--- config.mk ---
export PLATFORM = sky130hd
export DESIGN_NAME = fdtd_mem_xfer
export DESIGN_NICKNAME = d
export VERILOG_FILES = /design/src/rtl/fdtd_mem_xfer.sv
export SDC_FILE = /design/constraint.sdc
export NUM_CORES = 1
export LEC_CHECK = 0
export ABC_AREA = 1
export BUFFER_PORTS_ARGS = -buffer_cell sky130_fd_sc_hd__buf_2
export CAP_MARGIN = 30
export CORE_MARGIN = 4
export CORE_UTILIZATION = 50
export DETAILED_ROUTE_END_ITERATION = 8
export PLACE_DENSITY = 0.86
export SETUP_SLACK_MARGIN = 0.15
export SLEW_MARGIN = 20
export SYNTH_ARGS = -nofsm -noshare
export SYNTH_HDL_FRONTEND = slang
export SYNTH_SLANG_ARGS = --single-unit
--- constraint.sdc ---
create_clock -name CLK -period 3.75 [get_ports CLK]
set_clock_uncertainty 0.1 [all_clocks]
set_input_delay 0.5625 -clock CLK [delete_from_list [all_inputs] [get_ports CLK]]
set_output_delay 0.5625 -clock CLK [all_outputs]
set_load 0.05 [all_outputs]
--- src/rtl/fdtd_mem_xfer.sv ---
// fdtd_mem_xfer: moves FDTD field words between data memory and the Hy/Ez/src line buffers.
// Build option FDTD_XFER_PERF_CNT_EN adds a saturating data-memory stall counter.
module fdtd_mem_xfer #(
  parameter int FDTD_DATA_WIDTH   = 32,
  parameter int BUFFER_ADDR_WIDTH = 6,
  parameter int DM_ADDR_WIDTH     = 32
) (
  input  logic                         CLK,
  input  logic                         RST_N,
  input  logic                         cmd_start_i,
  input  logic [1:0]                   cmd_type_i,
  input  logic                         cmd_field_i,
  input  logic [DM_ADDR_WIDTH-1:0]     cmd_base_i,
  input  logic [BUFFER_ADDR_WIDTH:0]   cmd_len_i,
  output logic                         busy_o,
  output logic                         done_o,
  output logic                         dm_req_o,
  output logic                         dm_we_o,
  output logic [DM_ADDR_WIDTH-1:0]     dm_addr_o,
  output logic [FDTD_DATA_WIDTH-1:0]   dm_wdata_o,
  input  logic                         dm_gnt_i,
  input  logic                         dm_rvalid_i,
  input  logic [FDTD_DATA_WIDTH-1:0]   dm_rdata_i,
  output logic                         buffer_Hy_start_o,
  output logic                         buffer_Ez_start_o,
  output logic                         buffer_src_start_o,
  output logic                         buffer_Hy_end_o,
  output logic                         buffer_Ez_end_o,
  output logic                         buffer_src_end_o,
  output logic                         wrtvalid_Hy_old_o,
  output logic                         wrtvalid_Ez_old_o,
  output logic [FDTD_DATA_WIDTH-1:0]   Hy_old_o,
  output logic [FDTD_DATA_WIDTH-1:0]   Ez_old_o,
  output logic                         mem_rd_Hy_en_o,
  output logic                         mem_rd_Ez_en_o,
  output logic                         wrtvalid_sgl_o,
  output logic                         mem_rd_end_o,
  input  logic [FDTD_DATA_WIDTH-1:0]   Hy_n_i,
  input  logic [FDTD_DATA_WIDTH-1:0]   Ez_n_i,
  output logic [15:0]                  perf_stall_cnt_o,
  output logic [3:0]                   dbg_state_o
);

  localparam int IW = BUFFER_ADDR_WIDTH + 1;

  typedef enum logic [3:0] {
    IDLE, LD_START, LD_WAIT, LD_REQ, LD_RESP, LD_END,
    ST_SEL, ST_WAIT, ST_RD, ST_CAP, ST_WREQ, ST_END, DONE
  } state_t;

  state_t                       state;
  logic [1:0]                   type_q;
  logic                         field_q;
  logic [DM_ADDR_WIDTH-1:0]     base_q;
  logic [IW-1:0]                len_q;
  logic [IW-1:0]                idx;
  logic [IW-1:0]                idx_inc;
  logic                         wait_cnt;
  logic                         end_phase;
  logic [FDTD_DATA_WIDTH-1:0]   old_q;
  logic [DM_ADDR_WIDTH-1:0]     addr_cur;
  logic [DM_ADDR_WIDTH-1:0]     addr_inc;

  assign idx_inc  = idx + {{(IW-1){1'b0}}, 1'b1};
  assign addr_cur = base_q + (DM_ADDR_WIDTH'(idx) << 2);
  assign addr_inc = base_q + (DM_ADDR_WIDTH'(idx_inc) << 2);

  assign Hy_old_o    = old_q;
  assign Ez_old_o    = old_q;
  assign dbg_state_o = state;

  // Data-memory handshake: dm_req_o with dm_we_o/dm_addr_o/dm_wdata_o is held stable until a
  // cycle with dm_gnt_i=1; read data arrives on a later dm_rvalid_i cycle, one read outstanding.
  always_ff @(posedge CLK or negedge RST_N) begin
    if (!RST_N) begin
      state              <= IDLE;
      type_q             <= '0;
      field_q            <= 1'b0;
      base_q             <= '0;
      len_q              <= '0;
      idx                <= '0;
      wait_cnt           <= 1'b0;
      end_phase          <= 1'b0;
      old_q              <= '0;
      busy_o             <= 1'b0;
      done_o             <= 1'b0;
      dm_req_o           <= 1'b0;
      dm_we_o            <= 1'b0;
      dm_addr_o          <= '0;
      dm_wdata_o         <= '0;
      buffer_Hy_start_o  <= 1'b0;
      buffer_Ez_start_o  <= 1'b0;
      buffer_src_start_o <= 1'b0;
      buffer_Hy_end_o    <= 1'b0;
      buffer_Ez_end_o    <= 1'b0;
      buffer_src_end_o   <= 1'b0;
      wrtvalid_Hy_old_o  <= 1'b0;
      wrtvalid_Ez_old_o  <= 1'b0;
      mem_rd_Hy_en_o     <= 1'b0;
      mem_rd_Ez_en_o     <= 1'b0;
      wrtvalid_sgl_o     <= 1'b0;
      mem_rd_end_o       <= 1'b0;
    end else begin
      buffer_Hy_start_o  <= 1'b0;
      buffer_Ez_start_o  <= 1'b0;
      buffer_src_start_o <= 1'b0;
      buffer_Hy_end_o    <= 1'b0;
      buffer_Ez_end_o    <= 1'b0;
      buffer_src_end_o   <= 1'b0;
      wrtvalid_Hy_old_o  <= 1'b0;
      wrtvalid_Ez_old_o  <= 1'b0;
      mem_rd_Hy_en_o     <= 1'b0;
      mem_rd_Ez_en_o     <= 1'b0;
      wrtvalid_sgl_o     <= 1'b0;
      mem_rd_end_o       <= 1'b0;
      done_o             <= 1'b0;
      case (state)
        IDLE: begin
          if (cmd_start_i) begin
            type_q  <= cmd_type_i;
            field_q <= cmd_field_i;
            base_q  <= cmd_base_i;
            len_q   <= cmd_len_i;
            idx     <= '0;
            busy_o  <= 1'b1;
            if (cmd_len_i == '0) begin
              state  <= DONE;
              done_o <= 1'b1;
            end else if (cmd_type_i == 2'd3) begin
              state          <= ST_SEL;
              mem_rd_Hy_en_o <= ~cmd_field_i;
              mem_rd_Ez_en_o <= cmd_field_i;
            end else begin
              state              <= LD_START;
              buffer_Hy_start_o  <= (cmd_type_i == 2'd0);
              buffer_Ez_start_o  <= (cmd_type_i == 2'd1);
              buffer_src_start_o <= (cmd_type_i == 2'd2);
            end
          end
        end
        LD_START: begin
          state    <= LD_WAIT;
          wait_cnt <= 1'b0;
        end
        // Two idle cycles let the buffer finish synchronising its start pulse.
        LD_WAIT: begin
          if (wait_cnt) begin
            state     <= LD_REQ;
            dm_req_o  <= 1'b1;
            dm_we_o   <= 1'b0;
            dm_addr_o <= addr_cur;
          end else begin
            wait_cnt <= 1'b1;
          end
        end
        LD_REQ: begin
          if (dm_gnt_i) begin
            dm_req_o <= 1'b0;
            state    <= LD_RESP;
          end
        end
        LD_RESP: begin
          if (dm_rvalid_i) begin
            old_q             <= dm_rdata_i;
            wrtvalid_Hy_old_o <= (type_q == 2'd0);
            wrtvalid_Ez_old_o <= (type_q != 2'd0);
            idx               <= idx_inc;
            if (idx_inc == len_q) begin
              state <= LD_END;
            end else begin
              state     <= LD_REQ;
              dm_req_o  <= 1'b1;
              dm_addr_o <= addr_inc;
            end
          end
        end
        // First LD_END cycle carries the last write strobe; the end pulse follows it.
        LD_END: begin
          if (!end_phase) begin
            end_phase        <= 1'b1;
            buffer_Hy_end_o  <= (type_q == 2'd0);
            buffer_Ez_end_o  <= (type_q == 2'd1);
            buffer_src_end_o <= (type_q == 2'd2);
          end else begin
            end_phase <= 1'b0;
            state     <= DONE;
            done_o    <= 1'b1;
          end
        end
        ST_SEL:  state <= ST_WAIT;
        ST_WAIT: begin
          state          <= ST_RD;
          wrtvalid_sgl_o <= 1'b1;
        end
        ST_RD:   state <= ST_CAP;
        ST_CAP: begin
          dm_wdata_o <= field_q ? Ez_n_i : Hy_n_i;
          dm_req_o   <= 1'b1;
          dm_we_o    <= 1'b1;
          dm_addr_o  <= addr_cur;
          state      <= ST_WREQ;
        end
        ST_WREQ: begin
          if (dm_gnt_i) begin
            dm_req_o <= 1'b0;
            dm_we_o  <= 1'b0;
            idx      <= idx_inc;
            if (idx_inc == len_q) begin
              state        <= ST_END;
              mem_rd_end_o <= 1'b1;
            end else begin
              state          <= ST_RD;
              wrtvalid_sgl_o <= 1'b1;
            end
          end
        end
        ST_END: begin
          state  <= DONE;
          done_o <= 1'b1;
        end
        DONE: begin
          state  <= IDLE;
          busy_o <= 1'b0;
        end
        default: state <= IDLE;
      endcase
    end
  end

`ifdef FDTD_XFER_PERF_CNT_EN
  logic [15:0] stall_cnt;

  always_ff @(posedge CLK or negedge RST_N) begin
    if (!RST_N) begin
      stall_cnt <= '0;
    end else if (state == IDLE && cmd_start_i) begin
      stall_cnt <= '0;
    end else if (dm_req_o && !dm_gnt_i && stall_cnt != 16'hFFFF) begin
      stall_cnt <= stall_cnt + 16'd1;
    end
  end

  assign perf_stall_cnt_o = stall_cnt;
`else
  assign perf_stall_cnt_o = 16'd0;
`endif

endmodule

After elaboration in Yosys (flattened, before gate mapping)
Index checks and enable logic that the tools add are counted.

$add $sub $neg: 3. Eq/ne operators: 26. Mux-type cells: 71. Bitwise logic cells: 1. Reduce and logical (&&, ||, !) cells: 20.

Operators by type and width (number): 32-bit 2-to-1 mux (4); 32-bit one-hot mux with 3 select lines (1); 32-bit by 9-bit adder with 32-bit output (2); 4-bit one-hot mux with 12 select lines (1); 1-bit 2-to-1 mux (45); 4-bit 2-to-1 mux (7); 7-bit 2-to-1 mux (3); 7-bit one-hot mux with 3 select lines (1); 4-bit == test, second input constant (5); 4-bit by 3-bit == test with 1-bit output, second input constant (4); 2-bit inequality test, second input constant (7); 3-bit nonzero test (3); 4-bit by 2-bit == test with 1-bit output, second input constant (2); 4-bit AND reduction (2); 7-bit by 1-bit adder with 7-bit output, second input constant (1); 7-bit == test (1); 7-bit zero test (1); 2-bit == test, second input constant (3); 3-bit 2-to-1 mux (2); 1-bit one-hot mux with 2 select lines (3); 1-bit one-hot mux with 3 select lines (2); 2-bit AND reduction (3); 6-bit AND reduction (1); 2-bit nonzero test (3); other kinds (12) (14).

Register bits after elaboration: 167.

Depth between registers and ports, before layout
Gate-level depths: netlist of the first run.

Depth in word-level cells: 5. Depth in mapped cells: 20. Mapped depth without buffers: 19.

Least setup slack after synthesis of the first run
No wires, ideal clock.

Kind: reg-to-reg. From: register state[2] (netlist: dbg_state_o[2]). To: register dm_addr_o[29]. Arrival time: 2.864 ns. Data required time: 3.584 ns. Slack: 0.720 ns. Stages on the path, launching flop included: 19. Buffers on the path: 1. Clock period less this slack: 3.030 ns. Cell sequence: dfrtp_1 inv_2 nor2_1 inv_1 nor2_4 buf_4 inv_1 nand2_1 o21ai_0 ha_1 inv_1 nor3_1 nand2_1 nand2_1 nand3_1 nor2_1 xor2_1 nand2_1 nand2_1.

Cells in the longest elaborated chain, start to end: 3. Elaborated cells on any way between the ends: 9.

RTL lines: from (decl) (line 51) `state_t state;`; from (signal assigned) (line 76) `state <= IDLE;`; from (signal assigned) (line 127) `state <= DONE;`; from (signal assigned) (line 130) `state <= ST_SEL;`; 4-bit by 3-bit == test with 1-bit output, or another cell as far along (line 117) `case (state)`; 2-bit inequality test (no source line) / 3-bit nonzero test (equally long branches); 4-bit AND reduction (no source line); to (signal assigned) (line 151) `dm_addr_o <= addr_cur;`; to (signal assigned) (line 173) `dm_addr_o <= addr_inc;`; to (signal assigned) (line 200) `dm_addr_o <= addr_cur;`; to (decl) (line 19) `output logic [DM_ADDR_WIDTH-1:0] dm_addr_o,`.

Parallel ways exist; a longest one is shown, timed or not. A chain may end at the register's enable or synchronous reset.

Worst setup path after layout of the first run
From: register idx[0]. To: register dm_addr_o[29].

Cells in the longest elaborated chain, start to end: 5. Elaborated cells on any way between the ends: 10.

RTL lines: from (decl) (line 56) `logic [IW-1:0] idx;`; from (signal assigned) (line 167) `idx <= idx_inc;`; from (signal assigned) (line 207) `idx <= idx_inc;`; 7-bit by 1-bit adder with 7-bit output (line 64) `assign idx_inc = idx + {{(IW-1){1'b0}}, 1'b1};`; 32-bit by 9-bit adder with 32-bit output (line 66) `assign addr_inc = base_q + (DM_ADDR_WIDTH'(idx_inc) << 2);`; 32-bit 2-to-1 mux (line 168) `if (idx_inc == len_q) begin`; 32-bit 2-to-1 mux (line 163) `if (dm_rvalid_i) begin`; 32-bit one-hot mux with 3 select lines (line 117).

Parallel ways exist; a longest one is shown, timed or not. The select of a mux whose other input is x is not followed.

==> flow_summary.yaml, run 1 <==
logic_synthesis:
  synth_area_leader_cell: "dfrtp_1"
  async_reset_ff_share_pct: 100.0
  synth-main-ff-cell: "dfrtp_1"
  synth_area_mm2: 0.008245
  yosys-top-cells-area: "dfrtp_1 (51%), nand2_1 (14%), buf_4 (4.8%)"
  ys_types: 40
  yosys_warnings: 0
  synth_top_area_share_pct: 50.68
  syn_inst: 969
  synth-edff-count: 0
  syn_avg_cell_area_um2: 8.509
  ys_seq_area_share_pct: 50.68
  ys_ff_latch: 167
setup_path:
  r2r-end: "dm_addr_o[29]"
  critPathLaunch: "idx[0]"
  worstSetupEndpoint: "dm_addr_o[29]"
  max_stage_delay_ns: 0.49
  r2r_start: "idx[0]"
  crit_chain: "ha_1 -> nand2_2 -> nor2_2 -> nand3_1 -> nand2_1 -> o21ai_0 -> ha_1 -> nand2_1 -> nor3_1 -> nand2_1 -> nand2_1 -> nand3_1 -> nor2_1 -> xor2_1 -> nand2_1 -> nand2_1"
  cp-start-kind: "flip-flop"
  r2r_slack_ns: 0.63
  crit_fanout: 8
  setup.worst_path.class: "flip-flop to flip-flop"
  crit_path_top_delay_cell: "dfrtp_1"
  critPathRequiredTime_ns: 4.01
  reg2reg_depth: 16
  end_kind: "flip-flop"
  cpMostUsedCell: "nand2_1"
  crit_arrival_ns: 3.38
global_route:
  grt_pass1_wl_mm: 35.91
  track_usage_pct: 24.55
  grt_overflow: 0
  grt_max_degree: 95
  antenna_found_initial: 0
  grt_pass1_vias: 7125
layout:
  final_cell_area_mm2: 0.01020
  num_antenna_cells: 0
  synthToLayoutAreaGrowth_pct: 23.73
  multi_input_area_mm2: 0.003319
  seqCellArea_mm2: 0.004179
  fillers: 1338
  final_common_cell: "nand2_1"
  nNetsFinal: 1375
  drive_above_1_share_pct: 30.17
  mostFrequentLayoutCells: "nand2_1 (317), buf_2 (289), dfrtp_1 (167)"
clock_network:
  tritoncts.num_buffers: 17
  insertion_delay_ns: 0.43
  cts-root-buf: "clkbuf_16"
  cts_tree: "yes"
  cts_max_level: 4
  clk_pin_slew_worst_paths_ns: 0.06
  cts.sinks: 167
  cts_buffer_depth: 2
  cts_resized: 0
drt:
  drc: 0
  ant_nets: 0
  wl_mm: 23.44
  via_count: 7488
  wl_per_cell_um: 16.18
  routed_via_density: 5.168
  first_pass_iters: 6
  drt-initial-drc-count: 589
sta:
  fmax_mhz: 320.8
  finalSetupTns_ns: 0
  worst_pin_slew_ns: 0.8870
  relSlewSlack_pct: 40.50
  fin_crit_ns: 3.117
  finalCritPeriodShare_pct: 83.12
  timing.final.max_slew_violations: 0
  rsz0062_at_grt: "false"
  final_hold_viol_count: 0
  setup_viol: 0
pwr:
  powerDensity_mw_per_mm2: 1033
  ir_drop_mv: 0.9680
  leakagePower_nw: 5.456
  p_total_mw: 10.54
floorplan:
  die_x_um: 136.4
  die_h_um: 136.4
  pin_count: 307
  dieArea_mm2: 0.01861
  start_util_pct: 51.53
  row_count: 46
  core_mm2: 0.01600
outcome:
  status: "finished, final reports clean"
placed_design:
  placed_area_mm2: 0.009609
  place_congestion: 0.9222
  hpwl_mm: 17.58
  io_buffers: 290
run:
  maxCapViolations: 0
hold_path:
  holdPathStages: 3
  hold_path.class: "input port to flip-flop"
## power breakdown
part	leakage [nW]	switching [mW]	internal (mW)
clock network	0.268	0.690	0.975
logic	3.13	4.36	1.38
registers	2.06	0.547	2.58
total	5.46	5.60	4.94
## registers in the layout, summed over array words and instances, names as in the netlist, 2 cells and up
name,count
Ez_old_o,32
base_q,32
dm_addr_o,32
dm_wdata_o,32
idx,7
len_q,7
dbg_state_o,4
type_q,2
## logic make-up after synthesis
| family | Yosys count | share of synthesized area (%) |
|---|---|---|
| AND/OR/NAND/NOR | 470 | 23.29 |
| flip-flops | 167 | 50.68 |
| buffers and inverters | 153 | 9.833 |
| AO/OA/AOI/OAI | 109 | 7.345 |
| multiplexers | 32 | 4.370 |
| XOR/XNOR | 28 | 2.974 |
| adder cells (fa/ha/maj) | 9 | 1.457 |
| other | 1 | 0.04548 |
## synthesized netlist by cell type, types with 8 or more instances
library cell,count
dfrtp_1,167
nand3_1,37
a21oi_1,8
nand2_1,317
clkbuf_1,15
nor2_1,70
inv_1,67
o21ai_1,18
xor2_1,21
ha_1,8
buf_4,53
mux2_2,32
o21ai_0,41
nor3_1,22
a31oi_1,32
## worst min path at each step
stage,start,to
after global placement,base_q[1],dm_addr_o[1]
after CTS,RST_N,dm_addr_o[15]
final,cmd_base_i[7],base_q[7]
after floorplan,RST_N,Ez_old_o[0]
after detailed placement,base_q[0],dm_addr_o[0]
after global routing,cmd_base_i[11],base_q[11]
## critical path, delay by kind of cell (launching register included)
kind                       cells  cell delay, ns
and+or+nand+nor               12            1.55
adders and majority gates      2            0.63
DFF                            1            0.49
xor gates and xnor gates       1            0.18
AOI/OAI and AO/OA              1            0.09
## layer usage
metal	up-vias	share of wire (%)	track usage (%)
met5	-	0	0
met3	54	8.0	5.403
met4	0	2.5	7.951
li1	3559	-	-
met1	3488	40	32.27
met2	387	49	40.62
## layout make-up
class | instances | area share [%]
clock buffers | 23 | 4.783
clock inverters | 6 | 0.6623
inverters | 72 | 2.649
multi-input cells | 664 | 32.54
flip-flops and latches | 167 | 40.96
well taps | 216 | 2.649
repair buffers | 301 | 15.76
## stage by stage
| step | util (%) | setup WS (ns) | std cells | hold slack [ns] |
|---|---|---|---|---|
| after detailed placement | 60.06 | 0.7617 | 1418 | 0.3509 |
| after CTS | 63.53 | 0.7059 | 1447 | 0.1531 |
| after global routing | 63.76 | 0.3206 | 1449 | 0.2352 |
| after global placement | 59.88 | 0.8912 | 1417 | 0.3501 |
| final | 63.76 | 0.6330 | 1449 | 0.2301 |
| after floorplan | - | 0.7202 | 984 | 0.1669 |
## timing repair
item | CTS | global route
endpoints found under the hold margin | 0 | 12
hold buffers | 0 | 1
buffers inserted | 0 | 0
Power figures use the tool's default switching activity.
==> run 2, diff against run 1 <==
--- a/config.mk
+++ b/config.mk
@@ -5,13 +5,13 @@
 export SDC_FILE = /design/constraint.sdc
 export NUM_CORES = 1
 export LEC_CHECK = 0
-export ABC_AREA = 1
+export ABC_AREA = 0
 export BUFFER_PORTS_ARGS = -buffer_cell sky130_fd_sc_hd__buf_2
 export CAP_MARGIN = 30
 export CORE_MARGIN = 4
-export CORE_UTILIZATION = 50
+export CORE_UTILIZATION = 45
 export DETAILED_ROUTE_END_ITERATION = 8
-export PLACE_DENSITY = 0.86
+export PLACE_DENSITY = 0.81
 export SETUP_SLACK_MARGIN = 0.15
 export SLEW_MARGIN = 20
 export SYNTH_ARGS = -nofsm -noshare
==> constraint.sdc (replaced) <==
create_clock -name CLK -period 2.85 [get_ports CLK]
set_clock_uncertainty 0.1 [all_clocks]
set_input_delay 0.4275 -clock CLK [delete_from_list [all_inputs] [get_ports CLK]]
set_output_delay 0.4275 -clock CLK [all_outputs]
set_load 0.05 [all_outputs]
==> run 2 against run 1 <==
  * Maximum frequency is 11% higher
  * Routed wire length is 0.46% higher
  * Clock power increased by 37%
  * Synthesized cell count down 24%
  * Design area grew 9.2%
  * Sequential share of layout area is 3.4 points lower
  * Worst setup slack worse by 0.59 ns
  * Sequential power up 42%
  * Via count down 9.6%
  * Count of clock-buffer cells in the layout fell by 5
  * Flip-flop and latch count is the same
  * Critical path type unchanged
==> flow_summary.yaml, run 2 <==
layout:
  drive_above_1_share_pct: 50.96
  mostFrequentLayoutCells: "buf_2 (289), dfrtp_1 (162), mux2_2 (77)"
  post-route-util_pct: 59.78
  final_cell_area_mm2: 0.01114
  nNetsFinal: 1177
  final_common_cell: "buf_2"
  synthToLayoutAreaGrowth_pct: 30.73
floorplan:
  die_h_um: 145.6
  start_util_pct: 45.72
  die_x_um: 145.6
  row_count: 50
  dieArea_mm2: 0.02121
  core_mm2: 0.01864
  pin_count: 307
sta:
  final_hold_viol_count: 0
  fmax_mhz: 356.6
  setup_ws_ns: 0.04549
  worst_pin_slew_ns: 0.9764
  rsz0062_at_grt: "true"
  relSlewSlack_pct: 34.90
  finalSetupTns_ns: 0
  hold_ws_ns: 0.07729
  setup_viol: 0
  finalCritPeriodShare_pct: 98.40
  timing.final.max_slew_violations: 0
  fin_crit_ns: 2.805
clock_network:
  tritoncts.num_buffers: 17
  insertion_delay_ns: 0.43
  cts_buffer_depth: 2
  clk_pin_slew_worst_paths_ns: 0.07
  cts_max_level: 4
  cts_tree: "yes"
  cts-root-buf: "clkbuf_16"
  cts.sinks: 167
logic_synthesis:
  ys_types: 64
  syn_inst: 738
  synth_area_leader_cell: "dfrtp_1"
  ys_ff_latch: 167
  synthTopCellsByCount: "dfrtp_1 (167), mux2_2 (77), buf_4 (49), a21oi_1 (45), nor2_1 (43)"
  synth_top_area_share_pct: 49.02
  synth-main-ff-cell: "dfrtp_1"
  synth.most_common_cell: "dfrtp_1"
  syn_avg_cell_area_um2: 11.55
  yosys-top-cells-area: "dfrtp_1 (49%), mux2_2 (10%), mux2_4 (4.9%)"
  yosys_warnings: 0
  async_reset_ff_share_pct: 100.0
  synth-edff-count: 0
  synth_area_mm2: 0.008524
  ys_seq_area_share_pct: 49.02
drt:
  wl_per_cell_um: 18.50
  wl_mm: 23.55
  first_pass_iters: 5
  via_count: 6766
  drt-initial-drc-count: 352
  routed_via_density: 5.315
  drc: 0
  ant_nets: 0
placed_design:
  place_congestion: 0.8750
  io_buffers: 290
  placed_area_mm2: 0.01017
  pre_cts_ws_ns: -0.1759
  hpwl_mm: 17.01
hold_path:
  hold_path.class: "input port to flip-flop"
global_route:
  grt_pass1_vias: 6608
  antenna_found_initial: 2
  grt_overflow: 0
  grt_max_degree: 67
  grt_pass1_wl_mm: 36.36
  track_usage_pct: 21.48
setup_path:
  crit_arrival_ns: 3.02
  end_kind: "flip-flop"
  critPathRequiredTime_ns: 3.07
  crit_fanout: 5
  cp-start-kind: "flip-flop"
  setup.worst_path.class: "flip-flop to flip-flop"
pwr:
  ir_drop_mv: 0.7622
  powerDensity_mw_per_mm2: 1409
  leakagePower_nw: 5.248
outcome:
  status: "finished, final reports clean"
run:
  maxCapViolations: 0
-- run 2: worst paths after layout --
path / from / to / slack [ns] / cells past startpoint
min reg2reg: dm_req_o / dm_req_o / 0.40 / 1
max: idx[1] / dm_addr_o[22] / 0.05 / 13
min: cmd_field_i / mem_rd_Hy_en_o / 0.08 / 2
max in group asynchronous: RST_N / base_q[22] / 1.43 / 3
min in group asynchronous: RST_N / dm_wdata_o[8] / 0.47 / 2
max reg2reg: idx[1] / dm_addr_o[22] / 0.05 / 13
-- run 2: where the power goes --
part | internal [mW] | switching, mW | total, mW | leakage, nW
sequential | 3.47 | 0.963 | 4.44 | 1.97
combinational | 3.05 | 5.94 | 8.99 | 2.99
clock | 1.20 | 1.08 | 2.28 | 0.288
total | 7.72 | 7.98 | 15.7 | 5.25
-- run 2: layout make-up --
type                       instances  area (um^2)
fill                            1475         7498
timing repair buffer             340         1956
clock inverter                    14        158.9
multi-input combinational        486         4061
clock buffer                      18        439.2
antenna                            1        2.502
sequential                       167         4185
inverter                          13        48.80
tap                              234        292.8
-- run 2: cells by family after synthesis --
logic type	share of synthesized area, %
XOR/XNOR	4.521
adder cells (fa/ha/maj)	1.409
multiplexers	19.10
buffers and inverters	7.104
other	0.04399
AND/OR/NAND/NOR	10.47
AO/OA/AOI/OAI	8.337
flip-flops	49.02
-- run 2: what timing repair did --
item	in CTS	in global routing
hold endpoints to repair	64	0
setup buffers	7	6
hold buffers	1	0
pin swaps	15	19
gates cloned	1	1
gates resized for setup	23	20
endpoints found under the setup margin	23	24
-- run 2: critical path: stages (launching register included) --
cell	delay, ns
dfrtp_1	0.42
ha_4	0.16
and3_4	0.21
nand3_4	0.09
nor2_4	0.15
xnor2_2	0.11
ha_4	0.29
o21ai_4	0.06
a211oi_4	0.25
buf_4	0.17
clkbuf_16	0.14
nand4b_1	0.11
xnor2_1	0.16
mux2_4	0.26
-- run 2: metal layers --
layer	routed length (um)	global-route usage [%]	vias to the layer above
li1	-	-	3141
met1	9536	26.15	3302
met2	12020	37.39	273
met3	1327	4.858	48
met4	654	8.072	2
met5	13	0	-
-- run 2: through the flow --
step / cells / total power [mW]
after floorplan: 753 / 11.33
after global placement: 1224 / 12.98
after detailed placement: 1224 / 13.18
after CTS: 1265 / 15.60
after global routing: 1273 / 16.51
final: 1273 / 15.70
